### src/rtl/program_loader_pkg.sv
// Shared constants for the instruction-memory loader and the control unit.
// State codes cover the optional checksum build (PROGRAM_LOADER_CHECKSUM_EN).
package program_loader_pkg;

    localparam int ADDR_W         = 8;
    localparam int INSTR_W        = 17;
    localparam int BYTE_W         = 8;
    localparam int BYTES_PER_WORD = 3;

    localparam logic [2:0] ST_IDLE  = 3'd0;
    localparam logic [2:0] ST_COUNT = 3'd1;
    localparam logic [2:0] ST_B_HI  = 3'd2;
    localparam logic [2:0] ST_B_MID = 3'd3;
    localparam logic [2:0] ST_B_LO  = 3'd4;
    localparam logic [2:0] ST_WRITE = 3'd5;
    localparam logic [2:0] ST_CHECK = 3'd6;
    localparam logic [2:0] ST_DONE  = 3'd7;

    // A count byte of zero encodes a full 256-word program.
    function automatic logic [ADDR_W:0] word_count(input logic [BYTE_W-1:0] n);
        return (n == '0) ? (ADDR_W+1)'(1 << ADDR_W) : (ADDR_W+1)'(n);
    endfunction

endpackage

### src/rtl/program_loader_byte_assembler.sv
// Collects hi/mid/lo bytes into one instruction word; o_complete pulses
// for one cycle alongside the freshly assembled word.
module program_loader_byte_assembler
    import program_loader_pkg::*;
(
    input  logic               clk,
    input  logic               rst_n,
    input  logic               i_clear,
    input  logic               i_shift_en,
    input  logic [BYTE_W-1:0]  i_byte,
    output logic [INSTR_W-1:0] o_word,
    output logic               o_complete
);

    logic [1:0]         r_count;
    logic               r_hi_bit;
    logic [BYTE_W-1:0]  r_mid;
    logic [INSTR_W-1:0] r_word;
    logic               r_complete;

    // Only bit 0 of the hi byte survives; it is peeled off as the mid byte arrives.
    always_ff @(posedge clk or negedge rst_n) begin
        if (!rst_n) begin
            r_count    <= '0;
            r_hi_bit   <= 1'b0;
            r_mid      <= '0;
            r_word     <= '0;
            r_complete <= 1'b0;
        end else begin
            r_complete <= 1'b0;
            if (i_clear) begin
                r_count <= '0;
            end else if (i_shift_en) begin
                r_hi_bit <= r_mid[0];
                r_mid    <= i_byte;
                if (r_count == 2'(BYTES_PER_WORD - 1)) begin
                    r_count    <= '0;
                    r_word     <= {r_hi_bit, r_mid, i_byte};
                    r_complete <= 1'b1;
                end else begin
                    r_count <= r_count + 2'd1;
                end
            end
        end
    end

    assign o_word     = r_word;
    assign o_complete = r_complete;

endmodule

### src/rtl/program_loader.sv
// Streams a byte-packed program into instruction memory while holding the CPU.
// Define PROGRAM_LOADER_CHECKSUM_EN to require and verify a trailing checksum byte.
module program_loader
    import program_loader_pkg::*;
(
    input  logic               clk,
    input  logic               rst_n,
    input  logic               i_start,
    input  logic               i_in_valid,
    input  logic [BYTE_W-1:0]  i_in_data,
    output logic               o_in_ready,
    output logic               o_imem_we,
    output logic [ADDR_W-1:0]  o_imem_addr,
    output logic [INSTR_W-1:0] o_imem_wdata,
    output logic               o_cpu_hold,
    output logic               o_busy,
    output logic               o_done,
    output logic               o_error
);

    logic [2:0]        r_state;
    logic [ADDR_W-1:0] r_addr;
    logic [ADDR_W:0]   r_remaining;
    logic              r_busy;
    logic              r_cpu_hold;
    logic              r_done;

    logic w_in_ready;
    logic w_accept;
    logic w_start_load;
    logic w_shift_en;
    logic w_last_word;
    logic w_error;

    assign w_in_ready   = (r_state == ST_COUNT) || (r_state == ST_B_HI) ||
                          (r_state == ST_B_MID) || (r_state == ST_B_LO) ||
                          (r_state == ST_CHECK);
    assign w_accept     = i_in_valid && w_in_ready;
    assign w_start_load = (r_state == ST_IDLE) && i_start;
    assign w_shift_en   = w_accept && ((r_state == ST_B_HI) || (r_state == ST_B_MID) ||
                                       (r_state == ST_B_LO));
    assign w_last_word  = (r_remaining == (ADDR_W+1)'(1));

    program_loader_byte_assembler u_byte_assembler (
        .clk        (clk),
        .rst_n      (rst_n),
        .i_clear    (w_start_load),
        .i_shift_en (w_shift_en),
        .i_byte     (i_in_data),
        .o_word     (o_imem_wdata),
        .o_complete (o_imem_we)
    );

    always_ff @(posedge clk or negedge rst_n) begin
        if (!rst_n) begin
            r_state     <= ST_IDLE;
            r_addr      <= '0;
            r_remaining <= '0;
            r_busy      <= 1'b0;
            r_cpu_hold  <= 1'b0;
            r_done      <= 1'b0;
        end else begin
            case (r_state)
                ST_IDLE: begin
                    if (i_start) begin
                        r_state    <= ST_COUNT;
                        r_addr     <= '0;
                        r_busy     <= 1'b1;
                        r_cpu_hold <= 1'b1;
                    end
                end
                ST_COUNT: begin
                    if (w_accept) begin
                        r_remaining <= word_count(i_in_data);
                        r_state     <= ST_B_HI;
                    end
                end
                ST_B_HI: begin
                    if (w_accept) r_state <= ST_B_MID;
                end
                ST_B_MID: begin
                    if (w_accept) r_state <= ST_B_LO;
                end
                ST_B_LO: begin
                    if (w_accept) r_state <= ST_WRITE;
                end
                ST_WRITE: begin
                    // The address wraps naturally after the 256th word; no extra write follows.
                    r_addr      <= r_addr + 1'b1;
                    r_remaining <= r_remaining - 1'b1;
                    if (w_last_word) begin
`ifdef PROGRAM_LOADER_CHECKSUM_EN
                        r_state <= ST_CHECK;
`else
                        r_state <= ST_DONE;
                        r_done  <= 1'b1;
`endif
                    end else begin
                        r_state <= ST_B_HI;
                    end
                end
                ST_CHECK: begin
                    if (w_accept) begin
                        r_state <= ST_DONE;
                        r_done  <= 1'b1;
                    end
                end
                ST_DONE: begin
                    r_state    <= ST_IDLE;
                    r_done     <= 1'b0;
                    r_busy     <= 1'b0;
                    r_cpu_hold <= w_error;
                end
                default: begin
                    r_state <= ST_IDLE;
                end
            endcase
        end
    end

`ifdef PROGRAM_LOADER_CHECKSUM_EN
    logic [BYTE_W-1:0] r_sum;
    logic              r_error;

    // Running sum covers the count byte and every data byte; the check byte itself is compared.
    always_ff @(posedge clk or negedge rst_n) begin
        if (!rst_n) begin
            r_sum   <= '0;
            r_error <= 1'b0;
        end else if (w_start_load) begin
            r_sum   <= '0;
            r_error <= 1'b0;
        end else if (w_accept) begin
            if (r_state == ST_CHECK) begin
                r_error <= (i_in_data != r_sum);
            end else begin
                r_sum <= r_sum + i_in_data;
            end
        end
    end

    assign w_error = r_error;
`else
    assign w_error = 1'b0;
`endif

    assign o_in_ready  = w_in_ready;
    assign o_imem_addr = r_addr;
    assign o_cpu_hold  = r_cpu_hold;
    assign o_busy      = r_busy;
    assign o_done      = r_done;
    assign o_error     = w_error;

endmodule
### config.mk
export PLATFORM = sky130hd
export DESIGN_NAME = program_loader
export DESIGN_NICKNAME = d
export VERILOG_FILES = /design/src/rtl/program_loader_pkg.sv /design/src/rtl/program_loader_byte_assembler.sv /design/src/rtl/program_loader.sv
export SDC_FILE = /design/constraint.sdc
export NUM_CORES = 1
export LEC_CHECK = 0
export ABC_AREA = 1
export ABC_CLOCK_PERIOD_IN_PS = 2150
export CORE_MARGIN = 5
export CORE_UTILIZATION = 35
export CTS_CLUSTER_SIZE = 30
export DETAILED_ROUTE_END_ITERATION = 8
export SYNTH_ARGS = -nofsm -noshare
export SYNTH_HDL_FRONTEND = slang
export SYNTH_SLANG_ARGS = --single-unit
### constraint.sdc
create_clock -name clk -period 2.15 [get_ports clk]
set_input_delay 0.215 -clock clk [delete_from_list [all_inputs] [get_ports clk]]
set_output_delay 0.215 -clock clk [all_outputs]
set_load 0.005 [all_outputs]
==> impl_metrics.tcl <==
set metrics [dict create \
    place_hpwl_mm 4.21 \
    final_cell_mix "91 x nand2_1, 51 x dfrtp_1, 40 x clkdlybuf4s50_1, 34 x inv_1, 30 x o21ai_0" \
    cts.sinks 51 \
    critPathKind "register to output pin" \
    dr.first_iter.drc_count 122 \
    startpoint_type "register" \
    grt_pass1_vias 2129 \
    yosysWarnings 0 \
    power_frac_clock_pct 14.4 \
    h-tree-depth 2 \
    diodes 0 \
    cp_max_fo 4 \
    die-width_microns 97.1 \
    crit_required_ns 1.93 \
    ant_nets 0 \
    mappedNetlistArea_sq_um 2660 \
    drcViolationCount 0 \
    dieArea_sq_um 9430 \
    seqCellArea_sq_um 1280 \
    nets 387 \
    hold_buffers 0 \
    drive_above_1_share_pct 11.4 \
    intPower_mw 2.50 \
    fin_crit_sh_pct 94.4 \
    area_delta_synth_final_pct 22.1 \
    dp_cells 460 \
    ys_seq_area_share_pct 48.1 \
    cp.arrival_ns 1.82 \
    comb_power_share_pct 46.3 \
    syn-num-nets 344 \
    clk_pin_slew_worst_paths_ns 0.11 \
    clk_latency_ns 0.30 \
    p_seq_share_pct 39.3 \
    grt_pass1_wl_mm 10.0 \
    cts_resized 0 \
    io_buffers 41 \
    p_per_area_nw_per_um2 1280 \
    rsz0062_at_grt "false" \
    slew_viol_final 0 \
    synth_edf_count 0 \
    cts_tree "yes" \
    num-fill-cells 729 \
    cts_max_path_buffers 2 \
    ir_worst_vdd_uv 825 \
    via_count 2147 \
    die_height_microns 97.1 \
    ys_types 33 \
    grtUsageTotal_pct 12.5 \
    switching_share_pct 39.6 \
    power_switching_mw 1.64 \
    hold_viol 0 \
    drt-total-wl_mm 5.70 \
    finalWeightedCongestion 0.792 \
    coreArea_sq_um 7330 \
    power_leakage_nw 1.59 \
    layout_commonest_cell "nand2_1" \
    fin_skew_ns 0.0183 \
    relSlewSlack_pct 56.2 \
    worst_pin_slew_ns 0.657 \
    root_buffer "clkbuf_8" \
    setup_violations 0 \
    async_flop_share_pct 100 \
    fin_setup_tns_ns 0 \
    max_freq_ghz 0.492 \
    postCtsSetupBuffers 0 \
    end_kind "output pin" \
    total_power_mw 4.15 \
    initial_utilization_pct 36.2 \
    multiInputGateArea_sq_um 1150 \
    numCtsBuffers 5 \
    num_io_pins 43 \
    stdcell_count 468 \
    hp-class "primary input to async pin" \
    antenna_found_initial 0 \
    drtPass1Iterations 4 \
    grt_max_degree 52 \
    maxCapViolCount 0 \
    dp_slack_ns 0.297 \
    synth.avg_cell_area_sq_um 8.17 \
    wl_per_cell_microns 12.2 \
    synthCells 325 \
    final.setup.worst_slack_ns 0.119 \
    synth_seq_cells 51 \
    status "completed" \
    overflow 0 \
    num_rows 31 \
    finalCriticalPeriod_ns 2.03 \
    via_per_inst 4.59 \
    synthFlopType "dfrtp_1" \
]
## critical path, cell delays in order, from the launching register on
cell and delay, ns:
dfrtp_1 0.42, inv_1 0.10, ha_1 0.27, nand2_2 0.11, nand4_1 0.12, clkdlybuf4s50_1 0.51
## power by group through the flow
stage                     Combinational (mW)  Sequential [mW]  Clock [mW]
after floorplan                         1.23             1.60           0
after global placement                  1.90             1.65           0
after detailed placement                1.94             1.65           0
after CTS                               1.94             1.64       0.620
after global routing                    2.20             1.69       0.656
final                                   1.92             1.63       0.597
## synthesized netlist by cell type (2+ instances only)
cell type  instances  share of area (%)
nor2_1            29                4.1
buf_4              4                1.1
o21ai_0           31                5.8
o211ai_1           2               0.57
o21ai_2            4                1.3
a21oi_2            4                1.3
nand2_2            9                2.1
nand3_1           20                3.8
dfrtp_1           51                 48
nor2_4             2               0.85
ha_1               7                3.3
xor2_1             2               0.66
buf_2              2               0.38
nor3_1             3               0.57
a21oi_1           10                1.9
nand4_1            3               0.71
inv_1             34                4.8
buf_6              2               0.85
nand2_1           91                 13
inv_2              2               0.28
## final cells by class
cell class	instances	share of cell area (%)
clock buffers	6	2.55
clock inverters	2	0.502
inverters	38	4.71
multi-input cells	226	35.4
flip-flops and latches	51	39.4
well taps	99	3.82
repair buffers	46	13.7
## routing by layer
layer | vias to the layer above | wire length (microns) | GRT usage [%]
li1 | 1116 | - | -
met1 | 996 | 2790 | 16.1
met2 | 33 | 2710 | 21.9
met3 | 2 | 183 | 3.02
met4 | 0 | 19 | 1.62
met5 | - | 0 | 0
## cells by family (layout without fill, tap and decap cells)
family | Yosys count | count (layout) | synth area share (%)
compound gates | 54 | 54 | 12.1
buf+inv | 48 | 92 | 8.81
flops | 51 | 51 | 48.1
xor+xnor | 2 | 2 | 0.660
simple gates | 162 | 162 | 27.0
other cells | 1 | 1 | 0.141
fa+ha+maj | 7 | 7 | 3.30
## state kept, by name, summed over array words and instances, names as in the netlist
signal	flops
o_done	1
u_byte_assembler.r_hi_bit	1
r_remaining	9
u_byte_assembler.r_mid	8
r_state	3
u_byte_assembler.o_complete	1
u_byte_assembler.o_word	17
o_imem_addr	8
o_cpu_hold	1
u_byte_assembler.r_count	2
## path summary, 6_finish.rpt
| check | startpoint | endpoint | slack (ns) | cells after the start |
|---|---|---|---|---|
| min reg2reg | u_byte_assembler.r_mid[4] | u_byte_assembler.r_mid[4] | 0.49 | 2 |
| min | rst_n | u_byte_assembler.r_mid[7] | 0.02 | 2 |
| max reg2reg | r_state[0] | u_byte_assembler.o_word[0] | 0.30 | 8 |
| min in group clk | u_byte_assembler.r_mid[4] | u_byte_assembler.r_mid[4] | 0.49 | 2 |
| max in group asynchronous | rst_n | u_byte_assembler.r_count[0] | 1.68 | 2 |
| max | r_state[0] | o_in_ready | 0.12 | 5 |
## metrics by stage
step                util (%)  hold WS [ns]  area (sq um)
CTS                     44.2        0.0429          3240
floorplan                  -       -0.0806          2660
global route            44.2        0.0915          3240
finish                  44.2        0.0217          3240
detailed placement      42.8         0.379          3140
global placement        42.8         0.378          3140
No activity file was read; power rests on OpenSTA's default activity.
